--- src/rtl/instruction_prefetch.sv ---
// Instruction prefetch queue: keeps up to DEPTH words fetched ahead; optional stall counter under PF_STALL_COUNT_EN.
// Fetch-to-valid latency 2 cycles minimum; stops requesting when the queue is full, a branch flushes and redirects.
module instruction_prefetch #(
    parameter int INSTRUCTION_WIDTH = 16,
    parameter int ADDRESS_WIDTH     = 11,
    parameter int DEPTH             = 4
) (
    input  logic                         clock,
    input  logic                         pf_reset_n,
    output logic                         pf_mem_req,
    output logic [ADDRESS_WIDTH-1:0]     pf_mem_addr,
    input  logic                         pf_mem_ack,
    input  logic [INSTRUCTION_WIDTH-1:0] pf_mem_data,
    input  logic                         pf_take,
    output logic [INSTRUCTION_WIDTH-1:0] pf_out,
    output logic [ADDRESS_WIDTH-1:0]     pf_out_pc,
    output logic                         pf_valid,
    input  logic                         pf_branch,
    input  logic [ADDRESS_WIDTH-1:0]     pf_branch_addr
`ifdef PF_STALL_COUNT_EN
    ,
    output logic [15:0]                  pf_stall_count
`endif
);

    localparam int PTR_W = $clog2(DEPTH);
    localparam int CNT_W = $clog2(DEPTH + 1);

    typedef enum logic [1:0] {
        IDLE    = 2'd0,
        FETCH   = 2'd1,
        DISCARD = 2'd2
    } state_t;

    state_t                   state_q, state_d;
    logic [ADDRESS_WIDTH-1:0] fetch_ptr_q, fetch_ptr_d;
    logic [ADDRESS_WIDTH-1:0] req_addr_q, req_addr_d;
    logic [ADDRESS_WIDTH-1:0] ptr_inc;
    logic [PTR_W-1:0]         rd_ptr_q, rd_ptr_d;
    logic [PTR_W-1:0]         wr_ptr_q, wr_ptr_d;
    logic [CNT_W-1:0]         count_q, count_d;
    logic                     push;
    logic                     pop;

    logic [INSTRUCTION_WIDTH-1:0] data_q [DEPTH];
    logic [ADDRESS_WIDTH-1:0]     pc_q   [DEPTH];

    assign pf_valid    = (count_q != '0);
    assign pop         = pf_take && pf_valid && !pf_branch;
    assign ptr_inc     = fetch_ptr_q + ADDRESS_WIDTH'(1);
    assign pf_mem_req  = (state_q != IDLE);
    assign pf_mem_addr = pf_mem_req ? req_addr_q : '0;
    assign pf_out      = pf_valid ? data_q[rd_ptr_q] : '0;
    assign pf_out_pc   = pf_valid ? pc_q[rd_ptr_q] : '0;

    always_comb begin
        state_d     = state_q;
        fetch_ptr_d = fetch_ptr_q;
        req_addr_d  = req_addr_q;
        push        = 1'b0;
        case (state_q)
            IDLE: begin
                if (pf_branch) begin
                    fetch_ptr_d = pf_branch_addr;
                end else if (count_q != CNT_W'(DEPTH)) begin
                    state_d    = FETCH;
                    req_addr_d = fetch_ptr_q;
                end
            end
            FETCH: begin
                if (pf_branch) begin
                    fetch_ptr_d = pf_branch_addr;
                    if (pf_mem_ack) begin
                        req_addr_d = pf_branch_addr;
                    end else begin
                        state_d = DISCARD;
                    end
                end else if (pf_mem_ack) begin
                    push        = 1'b1;
                    fetch_ptr_d = ptr_inc;
                    // Only an ack into the last free slot without a simultaneous pop fills the queue.
                    if (count_q == CNT_W'(DEPTH - 1) && !pop) begin
                        state_d = IDLE;
                    end else begin
                        req_addr_d = ptr_inc;
                    end
                end
            end
            DISCARD: begin
                if (pf_branch) begin
                    fetch_ptr_d = pf_branch_addr;
                end
                if (pf_mem_ack) begin
                    state_d    = FETCH;
                    req_addr_d = pf_branch ? pf_branch_addr : fetch_ptr_q;
                end
            end
            default: state_d = IDLE;
        endcase
    end

    always_comb begin
        rd_ptr_d = rd_ptr_q;
        wr_ptr_d = wr_ptr_q;
        count_d  = count_q;
        if (pf_branch) begin
            rd_ptr_d = '0;
            wr_ptr_d = '0;
            count_d  = '0;
        end else begin
            if (push) wr_ptr_d = wr_ptr_q + PTR_W'(1);
            if (pop)  rd_ptr_d = rd_ptr_q + PTR_W'(1);
            if (push && !pop) count_d = count_q + CNT_W'(1);
            else if (pop && !push) count_d = count_q - CNT_W'(1);
        end
    end

    always_ff @(posedge clock or negedge pf_reset_n) begin
        if (!pf_reset_n) begin
            state_q     <= IDLE;
            fetch_ptr_q <= '0;
            req_addr_q  <= '0;
            rd_ptr_q    <= '0;
            wr_ptr_q    <= '0;
            count_q     <= '0;
        end else begin
            state_q     <= state_d;
            fetch_ptr_q <= fetch_ptr_d;
            req_addr_q  <= req_addr_d;
            rd_ptr_q    <= rd_ptr_d;
            wr_ptr_q    <= wr_ptr_d;
            count_q     <= count_d;
        end
    end

    // Storage needs no reset: pf_valid gates everything read out of it.
    always_ff @(posedge clock) begin
        if (push) begin
            data_q[wr_ptr_q] <= pf_mem_data;
            pc_q[wr_ptr_q]   <= req_addr_q;
        end
    end

`ifdef PF_STALL_COUNT_EN
    logic [15:0] stall_q;

    always_ff @(posedge clock or negedge pf_reset_n) begin
        if (!pf_reset_n) begin
            stall_q <= '0;
        end else if (pf_branch) begin
            stall_q <= '0;
        end else if (pf_take && !pf_valid && stall_q != 16'hFFFF) begin
            stall_q <= stall_q + 16'd1;
        end
    end

    assign pf_stall_count = stall_q;
`endif

endmodule

--- config.mk ---
export PLATFORM = sky130hd
export DESIGN_NAME = instruction_prefetch
export DESIGN_NICKNAME = d
export VERILOG_FILES = /design/src/rtl/instruction_prefetch.sv
export SDC_FILE = /design/constraint.sdc
export NUM_CORES = 1
export LEC_CHECK = 0
export ABC_AREA = 1
export BUFFER_PORTS_ARGS = -buffer_cell sky130_fd_sc_hd__buf_2
export CORE_ASPECT_RATIO = 0.75
export CORE_MARGIN = 2
export CORE_UTILIZATION = 40
export CTS_CLUSTER_DIAMETER = 40
export DETAILED_ROUTE_END_ITERATION = 8
export SLEW_MARGIN = 30
export SYNTH_ARGS = -nofsm -noshare
export SYNTH_HDL_FRONTEND = slang
export SYNTH_SLANG_ARGS = --single-unit
--- constraint.sdc ---
create_clock -name clock -period 2.5 [get_ports clock]
set_clock_uncertainty 0.1 [all_clocks]
set_input_delay 0.25 -clock clock [delete_from_list [all_inputs] [get_ports clock]]
set_output_delay 0.25 -clock clock [all_outputs]
set_load 0.005 [all_outputs]
## Word level (Yosys, flattened, before mapping)

Memories as Yosys holds them, arrays and structs flattened.
Cells that the tools add are included.

- Bits in registers: 31
- Memories kept: 2
- Output and inout bits: 40
- Word-level logic and storage cells: 80
- Memory bits (writable): 108
- Input port bits: 32

- Equality and inequality tests: 12
- Mux-type cells: 35
- Reductions and logical operators: 20
- Add/sub/neg operators: 5

Memories:

| name | words | bits a word | rd ports | clocked after memory_dff | wr ports | RTL line | text |
|---|---|---|---|---|---|---|---|
| data_q | 4 | 16 | 1 | 0 | 1 | 45 | `logic [INSTRUCTION_WIDTH-1:0] data_q [DEPTH];` |
| pc_q | 4 | 11 | 1 | 0 | 1 | 46 | `logic [ADDRESS_WIDTH-1:0] pc_q [DEPTH];` |

Operators with widths:

| kind | number |
|---|---|
| 11-bit two-way mux | 12 |
| 11-bit case mux with 3 select lines | 1 |
| 2-bit two-way mux | 11 |
| 11-bit case mux with 2 select lines | 1 |
| 16-bit two-way mux | 1 |
| 3-bit inequality test (second input constant) | 5 |
| 6-bit AND reduction | 2 |
| 11-bit by 1-bit adder with 11-bit output (second input constant) | 1 |
| 3-bit two-way mux | 3 |
| 3-bit nonzero test | 3 |
| 2-bit inequality test (second input constant) | 4 |
| 2-bit nonzero test | 4 |
| 2-bit case mux with 3 select lines | 1 |
| 1-bit logical AND | 5 |
| 1-bit two-way mux | 5 |
| 2-bit by 1-bit adder with 2-bit output (second input constant) | 2 |
| 3-bit by 1-bit adder with 3-bit output (second input constant) | 1 |
| 3-bit by 2-bit == test with 1-bit output (second input constant) | 1 |
| 1-bit logical NOT | 3 |
| 3-bit by 1-bit subtractor with 3-bit output (second input constant) | 1 |
| 2-bit by 1-bit == test with 1-bit output (second input constant) | 1 |
| 2-bit == test (second input constant) | 1 |
| 2-bit logical NOT | 1 |
| 2-bit AND reduction | 1 |
| 2-bit OR reduction | 1 |

## Depth between registers and ports, before layout

Gate-level depths: netlist (run 1).

- Depth in word-level cells: 9
- Mapped depth: 10
- Mapped depth without buffers: 10

## Least setup slack after synthesis (run 1)

No wires, ideal clock.

- Path type: register to register
- Start: register state_q[1]
- End: memory data_q[0][0], enable pin
- Stages on the path, launching flop included: 7
- Required time: 1.989 ns
- Setup slack: -0.193 ns
- Clock period less this slack: 2.693 ns
- Arrival: 2.182 ns
- Cells stage by stage: dfrtp_1 -> inv_1 -> ha_1 -> nand2_1 -> nor2_4 -> inv_2 -> nor2_1

- Cells in the longest elaborated chain, start to end: 4

RTL lines:

| what | RTL line | text |
|---|---|---|
| start: declaration | 35 | `state_t state_q, state_d;` |
| start signal: assignment | 127 | `state_q <= state_d;` |
| 2-bit by 1-bit == test with 1-bit output | 61 | `case (state_q)` |
| 1-bit two-way mux | 61 |  |
| 1-bit two-way mux | 138 | `if (push) begin` |
| 1-bit two-way mux (implied by the code) | 139 | `data_q[wr_ptr_q] <= pf_mem_data;` |
| end: declaration | 45 |  |

Every way passes these cells.

## Worst setup path after layout (run 1)

- Start: register rd_ptr_q[0]
- End: output pf_out_pc[4]

- Cells in the longest elaborated chain, start to end: 2

RTL lines:

| what | RTL line | text |
|---|---|---|
| start: declaration | 39 | `logic [PTR_W-1:0] rd_ptr_q, rd_ptr_d;` |
| start signal: assignment | 130 | `rd_ptr_q <= rd_ptr_d;` |
| memory read 4 x 11 bit | - |  |
| 11-bit two-way mux | 54 | `assign pf_out_pc = pf_valid ? pc_q[rd_ptr_q] : '0;` |
| end: declaration | 16 | `output logic [ADDRESS_WIDTH-1:0] pf_out_pc,` |

Every way passes these cells.

==> results of run 1 <==
[flip-flops by register name (all words and copies together), names as in the netlist]
signal / count
rd_ptr_q: 2
count_q: 3
state_q: 2
data_q: 64
fetch_ptr_q: 11
pc_q: 44
req_addr_q: 11
wr_ptr_q: 2
[layout by cell type, fill, tap and decap left out]
| cell | count |
|---|---|
| nor2_1 | 140 |
| edfxtp_1 | 108 |
| nand2_1 | 92 |
| o21ai_0 | 71 |
| buf_2 | 71 |
| a21oi_1 | 53 |
| inv_1 | 52 |
| nand3_1 | 33 |
| dfrtp_1 | 31 |
| clkbuf_16 | 17 |
| dlygate4sd3_1 | 17 |
| buf_4 | 14 |
| o21ai_1 | 13 |
| ha_1 | 9 |
| nor2_2 | 7 |
| clkinv_2 | 7 |
| inv_2 | 6 |
| nand4_1 | 6 |
| nor2_4 | 4 |
| o22ai_1 | 4 |
| clkinv_4 | 4 |
| nand2_4 | 3 |
| a22oi_1 | 3 |
| o211ai_1 | 3 |
| clkinv_1 | 2 |
| nand2_2 | 2 |
| inv_4 | 1 |
| or2_1 | 1 |
| a21boi_1 | 1 |
| o21bai_1 | 1 |
| nand3b_1 | 1 |
| fa_1 | 1 |
| clkbuf_1 | 1 |
| clkinvlp_4 | 1 |
| buf_6 | 1 |
| buf_12 | 1 |
[cells by family after synthesis]
kind of cell / after synthesis
AO/OA/AOI/OAI: 149
AND/OR/NAND/NOR: 289
adder cells (fa/ha/maj): 10
flip-flops: 139
buffers and inverters: 92
[area by class of cell]
type                            count  area [µm²]
Clock buffer                       18         429
Clock inverter                     13        81.3
Fill cell                        1459        8160
Inverter                           60         228
Multi-Input combinational cell    448        2130
Sequential cell                   139        4020
Tap cell                          210         263
Timing Repair Buffer              104         662
[per-stage QoR]
stage	power (mW)	worst slack, ns
floorplan	5.57	-0.193
global placement	6.70	0.608
detailed placement	6.77	0.532
CTS	9.00	0.107
global route	9.60	0.0765
finish	8.95	0.217
[repair_timing]
| item | 4_1_cts | 5_1_grt |
|---|---|---|
| resized for setup | 0 | 1 |
| endpoints found under the setup margin | 0 | 6 |
| hold endpoints to repair | 95 | 0 |
| hold buffers | 17 | 0 |
[final timing paths]
path,from,to,slack [ns]
max in group asynchronous,pf_reset_n,rd_ptr_q[0]$_DFFE_PN0P_,1.43
hold reg to reg,state_q[1]$_DFFE_PN0P_,state_q[1]$_DFFE_PN0P_,0.46
setup / recovery,rd_ptr_q[0]$_DFFE_PN0P_,pf_out_pc[4],0.22
min in group asynchronous,pf_reset_n,fetch_ptr_q[2]$_DFFE_PN0P_,0.35
setup reg to reg,state_q[1]$_DFFE_PN0P_,count_q[2]$_DFFE_PN0P_,0.52
hold / removal,pf_take,rd_ptr_q[0]$_DFFE_PN0P_,0.05
[report_power, final]
| group | internal [mW] | total, mW | switching [mW] |
|---|---|---|---|
| Combinational | 1.23 | 3.52 | 2.30 |
| Sequential | 2.92 | 3.24 | 0.319 |
| Clock | 1.25 | 2.19 | 0.941 |
[worst register-to-register path, cell delays in order (launching register included)]
cell      delay, ns
dfrtp_1        0.39
inv_1          0.08
ha_1           0.20
nand2_1        0.14
nor2_4         0.06
nand2_1        0.13
inv_1          0.07
fa_1           0.38
nand3b_1       0.18
nand2_1        0.08
o21ai_1        0.05
[per-layer routing]
layer / vias up / global-route usage (%)
met4: 0 / 6.48
met1: 2418 / 26.1
li1: 2470 / -
met3: 9 / 3.86
met2: 120 / 29.2
met5: - / 0
==> impl_metrics.csv, run 1 <==
group,metric,value,unit
run_status,status,"completed",
floorplan,ios,72,
clock_tree,clk_latency,0.42,ns
drt,wl_met2,7490,µm
timing,worst_pin_slew,0.799,ns
floorplan,die_area,17400,µm²
timing,whs,0.0464,ns
critical_path,cpMaxStageDelayCell,"buf_4",
synth,synth_xor_area_share,0,%
drt,top_layer,"met4",
drt,totalWireLength,15600,µm
layout,layout.cells.non_filler,992,
layout,drive_above_1_share,17.8,%
clock_tree,post-cts-setup-buffers,0,
synth,synth_common_cells,"144 x nor2_1, 108 x edfxtp_1, 92 x nand2_1",
critical_path,critical_path.cell_chain,"clkinv_1 -> buf_4 -> o21ai_0 -> a21oi_1 -> buf_2",
critical_path,cp_max_fo,55,
floorplan,die_h,115,µm
synth,synth-compound-area-share,11.8,%
synth,synth_mux_area_share,0,%
critical_path,cp_top_family,"buffers and inverters",
synth,synth_simple_gate_area_share,18.6,%
drt,route.detailed.vias_per_inst,5.06,
hold_path,hp-class,"input pin to flop",
global_route,grt_antenna_before_repair,0,
timing,hold_viol,0,
layout,design_area,7810,µm²
drt,antenna_left,0,
floorplan,core,16000,µm²
critical_path,crit_cells,5,
drt,met1_length,7200,µm
power,power.leakage,3.25,nW
synth,ys.flop_type,"edfxtp_1",
hold_path,hold-path-cell-count,3,
critical_path,worstSetupStartpointType,"flop",
floorplan,placementRows,40,
timing,setup_violations,0,
timing,post-route-period-util,91.3,%
clock_tree,numCtsBuffers,17,
critical_path,r2r_cells,10,
critical_path,critical_path_class,"flop to output port",
synth,synth_warnings,0,
global_route,grt_max_degree,56,
clock_tree,cts_tree,"built",
synth,synth_area_leaders,"edfxtp_1 50%, dfrtp_1 12%, nor2_1 8.3%, o21ai_0 5.4%, nand2_1 5.3%",
synth,synth_fa_ha_area_share,2.03,%
critical_path,cp.buffers_inverters,3,
timing,rsz0062_at_grt,"false",
place,dp_cells,944,
drt,first_pass_iters,4,
timing,period_minus_slack,2.28,ns
synth,ys_seq_elements,139,
synth,synth_top_family_by_area,"simple AND/OR/NAND/NOR gates",
timing,tns,0,ns
layout,areaGrowthSynthToFinish,19.6,%
drt,drcViolationCount,0,
layout,final_util,48.9,%
synth,ys_seq_area_share,61.6,%
synth,syn_area,6530,µm²
global_route,grt_pass1_vias,4671,
global_route,grtUsageTotal,18.7,%
layout,diodes,0,
timing,fmax,0.438,GHz
timing,slew_headroom,46.7,%
clock_tree,h-tree-depth,4,
floorplan,initial_core_util,40.9,%
power,powerDensity,1150,nW/µm²
synth,synth_edf_count,108,
layout,finalNetCount,812,
clock_tree,cts-root-buf,"clkbuf_16",
clock_tree,clk_pin_slew_worst_paths,0.06,ns
flow_run,cap_violations,0,
place,portBuffers,71,
synth,postSynthCellCount,679,
critical_path,required,2.15,ns
drt,vias,5017,
drt,wl_met3,755,µm
synth,synth_nets,721,
drt,drt_iter0_drc,465,
power,ir_drop,0.486,mV
clock_tree,clockBufferDepth,2,
critical_path,arrival,1.93,ns
critical_path,slowest_delay,0.42,ns
synth,syn_avg_cell_area,9.61,µm²
synth,synth.most_common_cell,"nor2_1",
synth,synth_cell_types,32,
critical_path,end_kind,"output port",
timing,drv_slew,0,
floorplan,die_w,151,µm
synth,synth_area_leader_cell,"edfxtp_1",
clock_tree,clkSinkCount,139,
place,place.gp.congestion,0.891,
place,placed_area,7120,µm²
drt,post_drt_wl_per_cell,15.7,µm
place,dp_hpwl,9630,µm
synth,synth_top_area_share,49.7,%
synth,ys_async_sr_fraction,22.3,%
global_route,grt_pass1_wl,24300,µm
global_route,grt_overflow,0,
Note: power is estimated with default switching activity, not from simulation.
==> inputs of run 2 (changes only) <==
==> constraint.sdc (replaced) <==
create_clock -name clock -period 2.17 [get_ports clock]
set_clock_uncertainty 0.1 [all_clocks]
set_input_delay 0.217 -clock clock [delete_from_list [all_inputs] [get_ports clock]]
set_output_delay 0.217 -clock clock [all_outputs]
set_load 0.005 [all_outputs]
==> run 2 against run 1 <==
Effect of this change: sequential power grew 15%; setup slack lost 0.12 ns; register-to-register slack lost 0.30 ns; via count grew 1.1%; first-iteration DRC count shrank 6.2%; non-clock buffer count grew 10; utilization grew 1.7 points; flip-flop and latch count is the same; cell area grew 3.4%; clock power grew 33%; critical path type unchanged.
==> impl_metrics.csv, run 2 (synthesized netlist as in run 1, its figures left out) <==
group,metric,value,unit
place,dp_cells,947,
timing,rsz0062_at_grt,"false",
place,dp_hpwl,9650,µm
drt,route.detailed.vias_per_inst,5.06,
floorplan,die_area,17400,µm²
timing,worst_pin_slew,0.748,ns
layout,areaGrowthSynthToFinish,23.7,%
global_route,grt_pass1_vias,4733,
drt,totalWireLength,15500,µm
clock_tree,clkSinkCount,139,
flow_run,cap_violations,0,
timing,slew_headroom,50.2,%
timing,whs,0.123,ns
drt,first_pass_iters,4,
critical_path,arrival,1.75,ns
drt,antenna_left,0,
run_status,status,"completed",
power,intPower,6.76,mW
clock_tree,cts_tree,"built",
place,place.gp.congestion,0.867,
timing,hold_viol,0,
global_route,grt_antenna_before_repair,0,
power,power.leakage,3.36,nW
power,p_clk_share,26.8,%
layout,diodes,0,
critical_path,r2r_start,"state_q[1]$_DFFE_PN0P_",
timing,tns,0,ns
power,power.total,10.9,mW
critical_path,ff2ff_setup_slack,0.22,ns
critical_path,r2r_end,"count_q[2]$_DFFE_PN0P_",
layout,fillers,1437,
global_route,grtUsageTotal,18.0,%
critical_path,worstSetupStartpointType,"flop",
place,dp_slack,0.208,ns
layout,top_register,"data_q",
critical_path,endpoint,"pf_out_pc[2]",
critical_path,r2r_cells,10,
timing,setup_violations,0,
timing,drv_slew,0,
place,portBuffers,71,
clock_tree,h-tree-depth,4,
global_route,grt_overflow,0,
place,placed_area,7220,µm²
layout,drive_above_1_share,18.9,%
floorplan,initial_core_util,40.9,%
layout,layout.cells.non_filler,1003,
drt,vias,5074,
timing,post-route-period-util,95.4,%
layout,final_util,50.6,%
power,p_switching,4.14,mW
global_route,grt_max_degree,44,
floorplan,die_h,115,µm
critical_path,required,1.85,ns
drt,drcViolationCount,0,
clock_tree,clk_latency,0.42,ns
timing,setup_ws,0.0994,ns
layout,layout_common_cells,"140 x nor2_1, 108 x edfxtp_1, 92 x nand2_1",
floorplan,core,16000,µm²
layout,largest_reg_flops,64,
critical_path,end_kind,"output port",
timing,fmax,0.483,GHz
clock_tree,clk_pin_slew_worst_paths,0.06,ns
critical_path,cp_max_fo,33,
critical_path,critical_path_class,"flop to output port",
power,powerDensity,1350,nW/µm²
power,seq_power_share,34.3,%
critical_path,cp-startpoint,"rd_ptr_q[0]$_DFFE_PN0P_",
clock_tree,clockBufferDepth,2,
power,ir_drop,0.639,mV
timing,period_minus_slack,2.07,ns
clock_tree,numCtsBuffers,17,
power,p_comb_share,39.0,%
floorplan,ios,72,
layout,layout_commonest_cell,"nor2_1",
layout,design_area,8070,µm²
power,swShare,38.0,%
floorplan,placementRows,40,
floorplan,die_w,151,µm
hold_path,hp-class,"input pin to flop",
drt,drt_iter0_drc,436,
global_route,grt_pass1_wl,23600,µm
clock_tree,cts-root-buf,"clkbuf_16",
layout,finalNetCount,822,
layout,reg.largest.list,"data_q x64, pc_q x44",
drt,post_drt_wl_per_cell,15.4,µm
==> run 2: repair_timing <==
item,CTS,global route
gates cloned,0,1
hold endpoints to repair,96,0
setup buffers,2,3
hold buffers,18,0
gates resized for setup,1,2
endpoints found under the setup margin,4,3
==> run 2: worst max-delay path: stages, from the launching register on <==
cell and delay [ns]:
dfrtp_2 0.46, clkinv_1 0.10, buf_8 0.21, o21ai_0 0.14, a21oi_1 0.25, buf_2 0.16
==> run 2: layout make-up <==
cell class | count | area, µm² | share of cell area, %
multi-input combinational | 448 | 2130 | 26.4
sequential | 139 | 4020 | 49.8
tap | 210 | 263 | 3.25
clock inverter | 15 | 171 | 2.12
timing repair buffer | 114 | 836 | 10.4
inverter | 60 | 228 | 2.82
clock buffer | 17 | 425 | 5.27
==> run 2: power by group through the flow <==
stage	sequential [mW]	clock [mW]	combinational [mW]
final	3.73	2.91	4.24
after global routing	3.79	3.08	4.78
after CTS	3.73	2.96	4.17
after detailed placement	3.79	0	4.09
after global placement	3.77	0	4.02
after floorplan	3.65	0	2.77
==> run 2: per-layer routing <==
| layer | GRT usage, % | vias to the layer above | wire, µm |
|---|---|---|---|
| met3 | 4.90 | 23 | 918 |
| met4 | 6.54 | 0 | 250 |
| li1 | - | 2513 | - |
| met1 | 23.4 | 2392 | 7000 |
| met5 | 0 | - | 0 |
| met2 | 29.0 | 146 | 7300 |
==> run 2: worst min-delay path by stage <==
stage | startpoint | end | slack, ns | depth (start not counted)
global placement | pf_reset_n | fetch_ptr_q[6]$_DFFE_PN0P_ | 0.22 | 1
CTS | pf_branch_addr[6] | fetch_ptr_q[6]$_DFFE_PN0P_ | 0.11 | 5
finish | pf_branch_addr[6] | fetch_ptr_q[6]$_DFFE_PN0P_ | 0.12 | 5
floorplan | pf_reset_n | count_q[0]$_DFFE_PN0P_ | -0.18 | 0
global route | pf_branch | state_q[1]$_DFFE_PN0P_ | 0.14 | 3
detailed placement | pf_reset_n | fetch_ptr_q[6]$_DFFE_PN0P_ | 0.23 | 1
